==> src/rtl/ingress_pkg.sv <==
// Shared router definitions: FSM state encoding and the default word width
// common to ingress, egress serializer and port FIFO.
package router_pkg;
  localparam int WIDTH = 32;

  typedef enum logic {
    IDLE = 1'b0,
    RECV = 1'b1
  } state_e;
endpackage

==> src/rtl/ingress_if.sv <==
// Serial-port / FIFO-write bundle of one router input port.
interface ingress_if #(parameter int WIDTH = router_pkg::WIDTH);
  logic             din;
  logic             frame_n;
  logic             valid_n;
  logic             full;
  logic [WIDTH-1:0] dataout;
  logic             push;
  logic             frame_done;
  logic             frame_err;
  logic             overflow;
  logic             busy;

  modport master (
    output din, frame_n, valid_n, full,
    input  dataout, push, frame_done, frame_err, overflow, busy
  );

  modport slave (
    input  din, frame_n, valid_n, full,
    output dataout, push, frame_done, frame_err, overflow, busy
  );
endinterface

==> src/rtl/ingress_sipo_shift.sv <==
// Serial-in/parallel-out register, LSB first. word shows the assembled word
// including the bit on the current edge, so it is valid alongside word_done.
module sipo_shift #(
  parameter int WIDTH = 32,
  parameter int CNTW  = $clog2(WIDTH)
) (
  input  logic             clk,
  input  logic             reset,
  input  logic             shift_en,
  input  logic             din,
  input  logic             clr,
  output logic [WIDTH-1:0] word,
  output logic             word_done,
  output logic             cnt_zero
);
  logic [WIDTH-1:0] shift_q;
  logic [CNTW-1:0]  count_q, count_d;
  logic             last;

  assign last = (count_q == CNTW'(WIDTH-1));

  always_comb begin
    count_d = count_q;
    if (clr)           count_d = '0;
    else if (shift_en) count_d = last ? '0 : count_q + 1'b1;
  end

  always_ff @(posedge clk or posedge reset) begin
    if (reset) begin
      shift_q <= '0;
      count_q <= '0;
    end else begin
      count_q <= count_d;
      if (shift_en && !clr) shift_q[count_q] <= din;
    end
  end

  // Stale upper bits are harmless: every position is rewritten before word_done.
  always_comb begin
    word          = shift_q;
    word[count_q] = din;
  end

  assign word_done = shift_en & last & ~clr;
  assign cnt_zero  = (count_q == '0);
endmodule

==> src/rtl/ingress.sv <==
// Receive side of a router port: deserializes framed serial words and pushes
// them into the input FIFO through a one-word holding register.
module ingress
  import router_pkg::*;
#(
  parameter int WIDTH = router_pkg::WIDTH,
  parameter int CNTW  = $clog2(WIDTH)
) (
  input logic     clk,
  input logic     reset,
  ingress_if.slave port
);
  state_e           state_q, state_d;
  logic             shift_en, frame_end, cnt_zero, word_done;
  logic [WIDTH-1:0] word;
  logic             done_d, err_d;

  logic [WIDTH-1:0] pend_q, pend_d, dataout_q, dataout_d;
  logic             pend_vld_q, pend_vld_d;
  logic             push_q, push_d;
  logic             done_q, err_q, ovf_q, ovf_d;
  logic             accept;

  // Bits are accepted on the frame-opening edge too, so IDLE needs no extra cycle.
  assign shift_en  = ~port.frame_n & ~port.valid_n;
  assign frame_end = (state_q == RECV) & port.frame_n;

  sipo_shift #(.WIDTH(WIDTH), .CNTW(CNTW)) u_sipo (
    .clk       (clk),
    .reset     (reset),
    .shift_en  (shift_en),
    .din       (port.din),
    .clr       (frame_end),
    .word      (word),
    .word_done (word_done),
    .cnt_zero  (cnt_zero)
  );

  always_ff @(posedge clk or posedge reset) begin
    if (reset) state_q <= IDLE;
    else       state_q <= state_d;
  end

  always_comb begin
    state_d = state_q;
    case (state_q)
      IDLE:    if (!port.frame_n) state_d = RECV;
      RECV:    if (port.frame_n)  state_d = IDLE;
      default: state_d = IDLE;
    endcase
  end

  always_comb begin
    done_d = frame_end &  cnt_zero;
    err_d  = frame_end & ~cnt_zero;
  end

  // The holding slot frees on the same edge it drains, so a word completing
  // alongside a push is still kept.
  always_comb begin
    push_d     = pend_vld_q & ~port.full;
    accept     = push_d | ~pend_vld_q;
    dataout_d  = push_d ? pend_q : dataout_q;
    pend_d     = pend_q;
    pend_vld_d = pend_vld_q & ~push_d;
    ovf_d      = ovf_q;
    if (word_done) begin
      if (accept) begin
        pend_d     = word;
        pend_vld_d = 1'b1;
      end else begin
        ovf_d      = 1'b1;
      end
    end
  end

  always_ff @(posedge clk or posedge reset) begin
    if (reset) begin
      pend_q     <= '0;
      pend_vld_q <= 1'b0;
      dataout_q  <= '0;
      push_q     <= 1'b0;
      done_q     <= 1'b0;
      err_q      <= 1'b0;
      ovf_q      <= 1'b0;
    end else begin
      pend_q     <= pend_d;
      pend_vld_q <= pend_vld_d;
      dataout_q  <= dataout_d;
      push_q     <= push_d;
      done_q     <= done_d;
      err_q      <= err_d;
      ovf_q      <= ovf_d;
    end
  end

  assign port.dataout    = dataout_q;
  assign port.push       = push_q;
  assign port.frame_done = done_q;
  assign port.frame_err  = err_q;
  assign port.overflow   = ovf_q;
  assign port.busy       = (state_q == RECV) | pend_vld_q;
endmodule

==> src/flat_wrapper.sv <==
// flat-port wrapper written by rule: the top's interface ports become plain ports
module ingress_flat import router_pkg::*;
#(
  parameter int WIDTH = router_pkg::WIDTH,
  parameter int CNTW  = $clog2(WIDTH)
)
  (clk, reset, port_din, port_frame_n, port_valid_n, port_full, port_dataout, port_push, port_frame_done, port_frame_err, port_overflow, port_busy);
  ingress_if #(.WIDTH(WIDTH)) port_i ();
  input logic clk;
  input logic reset;
  input wire logic [$bits(port_i.din)-1:0] port_din;
  input wire logic [$bits(port_i.frame_n)-1:0] port_frame_n;
  input wire logic [$bits(port_i.valid_n)-1:0] port_valid_n;
  input wire logic [$bits(port_i.full)-1:0] port_full;
  output wire logic [$bits(port_i.dataout)-1:0] port_dataout;
  output wire logic [$bits(port_i.push)-1:0] port_push;
  output wire logic [$bits(port_i.frame_done)-1:0] port_frame_done;
  output wire logic [$bits(port_i.frame_err)-1:0] port_frame_err;
  output wire logic [$bits(port_i.overflow)-1:0] port_overflow;
  output wire logic [$bits(port_i.busy)-1:0] port_busy;
  assign port_i.din = port_din;
  assign port_i.frame_n = port_frame_n;
  assign port_i.valid_n = port_valid_n;
  assign port_i.full = port_full;
  assign port_dataout = port_i.dataout;
  assign port_push = port_i.push;
  assign port_frame_done = port_i.frame_done;
  assign port_frame_err = port_i.frame_err;
  assign port_overflow = port_i.overflow;
  assign port_busy = port_i.busy;
  ingress #(.WIDTH(WIDTH), .CNTW(CNTW)) u_core (.clk(clk), .reset(reset), .port(port_i));
endmodule
==> config.mk <==
export PLATFORM = sky130hd
export DESIGN_NAME = ingress_flat
export DESIGN_NICKNAME = d
export VERILOG_FILES = /design/src/rtl/ingress_pkg.sv /design/src/rtl/ingress_if.sv /design/src/rtl/ingress_sipo_shift.sv /design/src/rtl/ingress.sv /design/src/flat_wrapper.sv
export SDC_FILE = /design/constraint.sdc
export NUM_CORES = 1
export LEC_CHECK = 0
export CAP_MARGIN = 20
export CORE_UTILIZATION = 30
export CTS_CLUSTER_DIAMETER = 200
export CTS_CLUSTER_SIZE = 28
export DETAILED_ROUTE_END_ITERATION = 12
export GPL_TIMING_DRIVEN = 0
export MAX_ROUTING_LAYER = met4
export PLACE_DENSITY = 0.51
export SYNTH_ARGS = -nofsm -noshare
export SYNTH_HDL_FRONTEND = slang
export SYNTH_SLANG_ARGS = --single-unit
==> constraint.sdc <==
create_clock -name clk -period 5.1 [get_ports clk]
set_clock_uncertainty 0.05 [all_clocks]
set_input_delay 1.275 -clock clk [delete_from_list [all_inputs] [get_ports clk]]
set_output_delay 1.275 -clock clk [all_outputs]
set_load 0.02 [all_outputs]
Yosys cells after proc, flatten, opt, wreduce, memory -nomap -nowiden
Cells that the tools add are included.
{"block": "classes", "addsub": 1, "mul": 0, "div": 0, "n_lt_le_gt_ge": 2, "eq_ne": 1, "shifts": 0, "muxes": 9, "bitwise_logic": 18, "reduce_logical": 7}
{"cell": "32-bit bitwise mux", "n": 1}
{"cell": "5-bit 2-to-1 mux", "n": 3}
{"cell": "1-bit AND", "n": 8}
{"cell": "1-bit inverter", "n": 8}
{"cell": "5-bit by 6-bit < comparator with 1-bit output (second input constant)", "n": 1}
{"cell": "5-bit by 1-bit adder with 5-bit output (second input constant)", "n": 1}
{"cell": "1-bit demux with 5-bit select", "n": 1}
{"cell": "5-bit == test (second input constant)", "n": 1}
{"cell": "5-bit by 1-bit >= comparator with 1-bit output (second input constant)", "n": 1}
{"cell": "5-bit zero test", "n": 1}
{"cell": "1-bit 2-to-1 mux", "n": 4}
{"cell": "2-bit AND reduction", "n": 2}
{"cell": "1-bit logical AND", "n": 2}
{"cell": "1-bit OR", "n": 2}
{"cell": "2-bit nonzero test", "n": 1}
{"cell": "1-bit zero test", "n": 1}
{"block": "totals", "regBits": 107, "latchBits": 0, "ram_bits": 0, "romBits": 0, "in_bits": 6, "out_inout_bits": 37, "elab_cells": 48, "memories": 0}

Logic depth before layout (Yosys ltp)
Gate-level depths: netlist of run 1.
{"block": "depth", "ltp_word": 6, "depth_mapped": 9, "depth_no_buf": 6}

Modules after synthesis
A second synthesis of run 1 with hierarchy kept.
{"block": "hier_totals", "hier_cells": 400, "hier_area_um2": 5029.8}
{"module": "ingress", "instances": 1, "cells_each": 152, "area_each_um2": 2636.3, "seq_area_each_um2": 1751.7}
{"module": "sipo_shift", "instances": 1, "cells_each": 248, "area_each_um2": 2393.5, "seq_area_each_um2": 925.9}

Worst setup path before layout of run 1
No wires, ideal clock.
{"block": "synth_timing", "kind": "input port to flip-flop", "from": "input port_valid_n", "to": "register u_core.u_sipo.shift_q[16]", "setup_time_ns": 0.125, "t_arrival_ns": 2.417, "required_ns": 4.925, "path_slack_ns": 2.509, "stages": 4, "n_path_buf": 1, "cell_sequence": "clkbuf_1 > or3b_2 > nor3_1 > mux2_2"}
{"block": "synth_via", "elab_chain_cells": 3}
{"element": "start, declared", "line_no": "flat_wrapper.sv:13", "source": "input wire logic [$bits(port_i.valid_n)-1:0] port_valid_n;"}
{"element": "1-bit inverter", "line_no": "ingress.sv:25", "source": "assign shift_en = ~port.frame_n & ~port.valid_n;"}
{"element": "1-bit AND", "line_no": "ingress.sv:25"}
{"element": "1-bit logical AND", "line_no": "ingress_sipo_shift.sv:34", "source": "if (shift_en && !clr) shift_q[count_q] <= din;"}
{"element": "end signal, assigned by index", "line_no": "ingress_sipo_shift.sv:34"}
{"element": "end, declared", "line_no": "ingress_sipo_shift.sv:16", "source": "logic [WIDTH-1:0] shift_q;"}
Every way passes these cells.
A chain may end at the register's enable or synchronous reset.

Final worst setup path of run 1
{"block": "layout_timing", "from": "input port_frame_n", "to": "register u_core.pend_q[10]"}
{"block": "layout_via", "elab_chain_cells": 5, "elab_cells_between_ends": 7, "cone_classes": "bitwise: 6; reduce/logical: 1"}
{"element": "start, declared", "line_no": "flat_wrapper.sv:12", "source": "input wire logic [$bits(port_i.frame_n)-1:0] port_frame_n;"}
{"element": "1-bit inverter", "line_no": "ingress.sv:25"}
{"element": "1-bit AND", "line_no": "ingress.sv:25"}
{"element": "1-bit AND", "line_no": "ingress_sipo_shift.sv:44", "source": "assign word_done = shift_en & last & ~clr;"}
{"element": "1-bit AND *", "line_no": "ingress_sipo_shift.sv:44"}
{"element": "2-bit AND reduction (no source line) *"}
{"element": "end signal, assigned", "line_no": "ingress.sv:87", "source": "pend_q <= pend_d;"}
{"element": "end, declared", "line_no": "ingress.sv:18", "source": "logic [WIDTH-1:0] pend_q, pend_d, dataout_q, dataout_d;"}
Every way passes the cells marked *; elsewhere a longest branch is shown, timed or not.

==> qor.yml, run 1 <==
outcome: "complete, no violations"
cp.required_ps: 5290
wl_met1_mm: 5.96
cts_buffers: 9
leakage_uw: 0.00285
maxSlewHeadroom_pct: 58.1
p_sw_share_pct: 23.3
die-area_um2: 17700
coreArea_um2: 16600
grt_use_total_pct: 15.2
hpwlAfterDp_mm: 8.24
syn-cell-area_um2: 5140
avgViaCountPerCell: 4.95
grt_max_degree: 62
startpoint_type: "input port"
antenna_found_initial: 0
yosysMostFrequentCell: "mux2_2"
synth_top_area_cell: "dfrtp_1"
min_period_ps: 3130
pre_cts_ws_ps: 1600
setup_violations: 0
synthCells: 387
wl_met3_um: 289
ir_drop_mv: 0.146
yosysWarnings: 0
ys.flop_type: "dfrtp_1"
critPathCaptureType: "register"
clk_latency_ps: 360
final_antenna_net_count: 0
initial_core_util_pct: 30.9
ctsResizeCount: 0
die_h_um: 133
rsz0062_at_grt: "no"
ys_seq_elements: 107
grt_overflow: 0
area_growth_pct: 20.1
power_frac_comb_pct: 8.3
cts_root_buffer: "clkbuf_16"
hp-class: "register to register"
io_pins: 43
seq_area_frac_synth_pct: 52.1
hold_viol_final: 0
path_class: "input port to register"
p_int_uw: 1370
avgSynthCellArea_um2: 13.3
avgRoutedWirePerCell_um: 18.2
synth_cell_types: 37
maxSlewViolCount: 0
clockPowerShare_pct: 42.3
wirelength_mm: 12.1
worst_slack_ps: 1970
path_clk_slew_ps: 70
max_freq_mhz: 319
antenna_cells: 0
seq_power_share_pct: 49.4
top_layer: "met4"
switching_power_uw: 415
htree_num_levels: 3
grt_pass1_vias: 3516
drc_errors: 0
die_width_um: 133
yosysTopAreaCellShare_pct: 52.1
tritoncts: "built"
synth_edf_count: 0
met2WireLength_mm: 5.64
vias: 3287
period_share_pct: 61.4
synth_fp_nets: 399
netlist_top_cells_area: "dfrtp_1, mux2_2, nor4bb_1, nand4b_1, nand4_1"
row_count: 47
cap_violations: 0
firstDrtPassIters: 4
powerDensity_nw_per_um2: 289
cts_setup_buffers: 0
routabilityCongestion: 0.802
synthTopCellsByCount: "mux2_2, dfrtp_1, clkbuf_1"
crit_arrival_ps: 3320
dp.cells: 649
fin_nets: 452
fillCellCount: 1651
cts_hold_buf: 0
crit_fanout: 10
synth-async-reset-ratio_pct: 100
fin_cells: 664
clockBufferDepth: 2
cts.sinks: 107
drive_gt1_share_pct: 38.3
portBuffers: 41
grt_first_pass_wirelength_mm: 19.9
tightest_slew_ps: 629
drt-initial-drc-count: 160
## worst max-delay path: stages
cell,delay [ps]
clkdlybuf4s50_1,450
nor2_2,400
and3_1,230
clkbuf_1,250
buf_2,330
mux2_2,370
## cells in the final DEF (no fill, tap or decap), types with 9 or more instances in the layout
cell / count
buf_2: 12
clkbuf_1: 16
clkbuf_16: 9
clkdlybuf4s50_1: 41
dfrtp_1: 107
mux2_2: 126
nand2_1: 14
nand4_1: 14
nand4b_1: 12
nor3_1: 9
nor4bb_1: 12
## area by class of cell
cell class                 instances  area [µm²]  area share [%]
multi-input combinational        239        2240            36.2
inverter                           4        17.5           0.284
clock inverter                     4        75.1            1.22
buffer                            37         211            3.42
sequential                       107        2680            43.4
timing repair buffer              42         438            7.09
tap                              220         275            4.46
clock buffer                      11         243            3.93
## registers in the layout, summed over array words and instances (netlist names)
name / count
u_core.pend_q: 32
u_core.port.overflow: 1
u_core.u_sipo.count_q: 5
u_core.port.frame_err: 1
u_core.port.push: 1
u_core.state_q: 1
u_core.port.dataout: 32
u_core.pend_vld_q: 1
u_core.port.frame_done: 1
u_core.u_sipo.shift_q: 32
## final timing paths
path	depth (start not counted)	slack, ps	startpoint	to
worst max register to register	9	2160	u_core.u_sipo.count_q[2]	u_core.pend_q[10]
worst min-delay path	1	430	u_core.port.overflow	u_core.port.overflow
max in group asynchronous	3	2970	reset	u_core.u_sipo.shift_q[16]
min in group asynchronous	2	1290	reset	u_core.port.dataout[1]
worst min register to register	1	430	u_core.port.overflow	u_core.port.overflow
worst max-delay path	6	1970	port_frame_n	u_core.pend_q[10]
## cells by family (layout without fill, tap and decap cells)
kind of cell	after synthesis	count (layout)	synth area share, %
DFF	107	107	52.1
AOI/OAI and AO/OA	10	10	1.46
buffers and inverters	41	98	4.40
and+or+nand+nor	95	95	12.6
adders and majority gates	6	6	1.46
muxes	128	128	28.0
## per-stage QoR
step / util [%] / total power, µW / hold WS (ps) / cell area, µm² / setup TNS [ps]
finish: 37.1 / 1780 / 434 / 6170 / 0
floorplan: - / 992 / 424 / 5140 / 0
CTS: 37.1 / 1810 / 443 / 6170 / 0
global placement: 35.0 / 1040 / 417 / 5830 / -83480
detailed placement: 35.2 / 1050 / 424 / 5860 / 0
global route: 37.1 / 1860 / 468 / 6170 / 0
## routing by layer
layer	track usage, %	vias up
met5	-	-
met4	4.79	0
met3	3.14	13
met2	22.6	47
met1	20.8	1703
li1	-	1524
## power by group through the flow
stage | combinational (µW) | sequential (µW) | clock (µW)
3_5_place_dp | 151 | 898 | 0
3_3_place_gp | 146 | 897 | 0
6_report | 147 | 882 | 754
4_1_cts | 150 | 881 | 780
5_1_grt | 163 | 884 | 816
2_1_floorplan | 96.5 | 895 | 0
No activity file was read; power rests on OpenSTA's default activity.
==> run 2, diff against run 1 <==
Settings changed: PLACE_DENSITY 0.51 to 0.52.
Clock period 5.1 ns to 2.6 ns, I/O delays scaled along.
==> qor.yml, run 2 (synthesis results as in run 1) <==
hold_viol_final: 0  # unchanged
wl_met1_mm: 5.77  # -3.2%
die_width_um: 133  # unchanged
final_antenna_net_count: 0  # unchanged
crit_arrival_ps: 2710  # -610 ps
crit_end: "u_core.pend_q[18]"
rsz0062_at_grt: "no"
wirelength_mm: 12.2  # +0.78%
path_class: "register to register"
firstDrtPassIters: 4  # unchanged
leakage_uw: 0.00283  # -0.66%
top_layer: "met4"
die_h_um: 133  # unchanged
met2WireLength_mm: 5.63  # -0.19%
setup_violations: 0  # unchanged
initial_core_util_pct: 30.9  # unchanged
grt_max_degree: 40  # -35%
fillCellCount: 1641  # -0.61%
grt_overflow: 0  # unchanged
powerDensity_nw_per_um2: 542  # +88%
period_share_pct: 96.4
tns_ps: 0  # unchanged
avgRoutedWirePerCell_um: 18.3  # +0.78%
rr_endpoint: "u_core.pend_q[18]"
min_period_ps: 2510
reg2reg_from: "u_core.u_sipo.count_q[0]"
max_freq_mhz: 399
antenna_found_initial: 0  # unchanged
vias: 3317  # +0.91%
htree_num_levels: 3  # unchanged
startpoint: "u_core.u_sipo.count_q[0]"
drc_errors: 0  # unchanged
path_clk_slew_ps: 80  # about the same
final_common_cell: "mux2_2"
cts_hold_buf: 0  # unchanged
tightest_slew_ps: 857  # +229 ps
grt_first_pass_wirelength_mm: 20.0  # +0.69%
tritoncts: "built"
clk_latency_ps: 360  # about the same
fin_util_pct: 37.0  # -0.098 points
crit_fanout: 10  # unchanged
ir_drop_mv: 0.323  # +120%
io_pins: 43  # unchanged
fin_cells: 664  # unchanged
grt_pass1_vias: 3588  # +2.0%
cp.required_ps: 2800  # -2490 ps
worst_slack_ps: 92.7  # -1870 ps
grt_use_total_pct: 15.3  # +0.091 points
reg2reg_slack_ps: 90  # -2070 ps
die-area_um2: 17700  # unchanged
cap_violations: 0  # unchanged
startpoint_type: "register"
antenna_cells: 0  # unchanged
clockBufferDepth: 2  # unchanged
outcome: "complete, no violations"
routabilityCongestion: 0.898  # +12%
critPathCaptureType: "register"
cts_buffers: 9  # unchanged
dp.cells: 650  # +0.15%
hp-class: "register to register"
wl_met3_um: 474  # +64%
hpwlAfterDp_mm: 8.34  # +1.3%
row_count: 47  # unchanged
fin_nets: 451  # -0.22%
avgViaCountPerCell: 5.00  # +0.91%
coreArea_um2: 16600  # unchanged
pre_cts_ws_ps: -333  # -1930 ps
cts.sinks: 107  # unchanged
cts_root_buffer: "clkbuf_16"
reg2regPathDepth: 6  # -3
portBuffers: 41  # unchanged
drive_gt1_share_pct: 39.4  # +1.1 points
area_growth_pct: 19.8
drt-initial-drc-count: 120  # -25%
maxSlewHeadroom_pct: 42.7  # -15 points
layout_common_cells: "mux2_2, dfrtp_1, clkdlybuf4s50_1"
maxSlewViolCount: 0  # unchanged
run 2: cell types whose count changed in the layout (fill, tap and decap cells not counted), moves of 2 or more:
cell	delta
buf_4	+3
buf_2	-4
buf_12	+2
bufinv_16	-2
clkbuf_1	-2
clkinv_2	+4
run 2: area by class of cell:
cell class	instances	area, µm²	share of cell area (%)
flip-flops and latches	107	2680	43.5
multi-input cells	239	2240	36.4
repair buffers	43	450	7.31
well taps	220	275	4.47
clock buffers	11	253	4.10
plain buffers	35	210	3.41
clock inverters	5	27.5	0.447
inverters	4	18.8	0.305
run 2: worst min-delay path by stage:
stage	end	cells past startpoint	startpoint	slack (ps)
4_1_cts	u_core.u_sipo.shift_q[7]	1	u_core.u_sipo.shift_q[7]	450
6_report	u_core.u_sipo.shift_q[7]	1	u_core.u_sipo.shift_q[7]	450
3_3_place_gp	u_core.port.overflow	1	u_core.port.overflow	420
3_5_place_dp	u_core.u_sipo.shift_q[7]	1	u_core.u_sipo.shift_q[7]	440
2_1_floorplan	u_core.u_sipo.shift_q[13]	1	u_core.u_sipo.shift_q[13]	420
5_1_grt	u_core.u_sipo.shift_q[7]	1	u_core.u_sipo.shift_q[7]	470
run 2: layer usage:
| layer | track usage [%] | up-vias |
|---|---|---|
| met2 | 22.5 | 67 |
| met1 | 20.3 | 1705 |
| li1 | - | 1527 |
| met5 | - | - |
| met4 | 7.34 | 0 |
| met3 | 2.76 | 18 |
run 2: report_power, final:
group	switching [µW]	internal, µW	total (µW)
clock network	629	696	1330
logic	171	116	287
registers	25.3	1700	1730
run 2: per-stage QoR:
stage,hold slack [ps],total power [µW],instance area [µm²]
floorplan,424,1950,5140
detailed placement,440,2050,5870
CTS,455,3380,6160
global route,468,3470,6160
finish,452,3340,6160
global placement,422,2040,5830
run 2: what timing repair did:
item | in CTS | in global routing
buffers inserted | 0 | 0
gates resized for setup | 6 | 1
endpoints found under the setup margin | 31 | 30
run 2: worst max-delay path: stages (launching register included):
cell and delay (ps):
dfrtp_1 460, inv_1 110, ha_1 180, clkbuf_1 520, nor4bb_1 430, mux2_2 380
mux2_2 260
==> run 3, diff against run 2 <==
Settings changed: GPL_TIMING_DRIVEN 0 to not set.
==> qor.yml, run 3 (synthesis results as in run 1) <==
post_dp_cell_area_um2: 5830  # -0.62%
final_antenna_net_count: 0  # unchanged
max_freq_mhz: 431  # +8.0%
antenna_cells: 0  # unchanged
cap_violations: 0  # unchanged
clockBufferDepth: 2  # unchanged
setup_violations: 0  # unchanged
tritoncts: "built"
grt_use_total_pct: 13.5  # -1.8 points
ctsResizeCount: 0  # -6
avgViaCountPerCell: 4.83  # -3.4%
drt-initial-drc-count: 160  # +33%
antenna_found_initial: 0  # unchanged
grt_overflow: 0  # unchanged
cts_hold_buf: 0  # unchanged
tns_ps: 0  # unchanged
wirelength_mm: 10.6  # -13%
portBuffers: 42  # +2.4%
cts_root_buffer: "clkbuf_16"
routabilityCongestion: 0.773  # -14%
cp.required_ps: 1900  # -900 ps
multi_input_area_um2: 2240  # -0.22%
worst_slack_ps: 279  # +186 ps
grt_max_degree: 108  # +170%
top_layer: "met4"
area_growth_pct: 19.2
total_power_uw: 3390  # +1.6%
regArea_um2: 2680  # about the same
path_class: "register to primary output"
tightest_slew_ps: 585  # -272 ps
critPathCaptureType: "primary output"
cts.sinks: 107  # unchanged
cts_setup_buffers: 0  # unchanged
maxSlewViolCount: 0  # unchanged
fin_nets: 437  # -3.1%
period_share_pct: 89.3  # -7.2 points
hp-class: "register to register"
ir_drop_mv: 0.337  # +4.2%
grt_first_pass_wirelength_mm: 17.9  # -10%
htree_num_levels: 3  # unchanged
fin_area_um2: 6130  # -0.47%
min-delay-start: "u_core.port.overflow"
reg2reg_from: "u_core.u_sipo.count_q[0]"
die_width_um: 133  # unchanged
rsz0062_at_grt: "no"
drc_errors: 0  # unchanged
initial_core_util_pct: 30.9  # unchanged
hold_viol_final: 0  # unchanged
cts_buffers: 9  # unchanged
io_pins: 43  # unchanged
fin_cells: 649  # -2.3%
fillCellCount: 1616  # -1.5%
dp.cells: 634  # -2.5%
wl_met1_mm: 5.34  # -7.4%
layout_common_cells: "mux2_2, dfrtp_1, clkdlybuf4s50_1"
final_common_cell: "mux2_2"
vias: 3133  # -5.5%
die-area_um2: 17700  # unchanged
drive_gt1_share_pct: 39.4  # about the same
hpwlAfterDp_mm: 6.60  # -21%
die_h_um: 133  # unchanged
avgRoutedWirePerCell_um: 16.3  # -11%
powerDensity_nw_per_um2: 554  # +2.1%
pre_cts_ws_ps: 140  # +473 ps
met2WireLength_mm: 4.77  # -15%
clk_latency_ps: 350  # about the same
crit_arrival_ps: 1620  # -1090 ps
coreArea_um2: 16600  # unchanged
min_period_ps: 2320  # -186 ps
row_count: 47  # unchanged
path_clk_slew_ps: 70  # about the same
startpoint_type: "register"
outcome: "complete, no violations"
startpoint: "u_core.state_q"
crit_fanout: 4  # -6
leakage_uw: 0.00281  # -0.43%
firstDrtPassIters: 4  # unchanged
wl_met3_um: 228  # -52%
maxSlewHeadroom_pct: 61.0  # +18 points
grt_pass1_vias: 3319  # -7.5%
==> run 3: final timing paths <==
check	to	slack (ps)	depth (start not counted)
hold / removal	u_core.port.overflow	440	1
setup / recovery	port_busy	280	2
min in group asynchronous	u_core.pend_q[0]	750	3
hold reg to reg	u_core.port.overflow	440	1
max in group asynchronous	u_core.pend_q[21]	1310	3
setup reg to reg	u_core.pend_q[2]	430	6
==> run 3: layer usage <==
metal,GRT usage (%),vias to the layer above
met3,2.07,12
met5,-,-
met4,6.32,0
li1,-,1484
met1,18.2,1594
met2,19.7,43
==> run 3: per-stage QoR <==
stage	hold slack (ps)	utilization, %
after floorplan	424	-
after global placement	432	35.1
after detailed placement	417	35.1
after CTS	448	36.8
after global routing	467	36.8
final	440	36.8
==> run 3: area by class of cell <==
type | count | share of cell area [%]
clock buffers | 13 | 4.25
clock inverters | 2 | 0.572
inverters | 4 | 0.306
multi-input cells | 239 | 36.5
flip-flops and latches | 107 | 43.7
well taps | 220 | 4.49
repair buffers | 64 | 10.2
==> run 3: where the power goes <==
part | leakage (µW) | internal [µW] | switching (µW)
clock | 0.000146 | 794 | 588
combinational | 0.00119 | 125 | 156
sequential | 0.00148 | 1700 | 28.4
==> run 3: worst max-delay path: stages (launching register included) <==
cell and delay (ps):
dfrtp_1 420, or2_2 310, clkdlybuf4s50_1 540
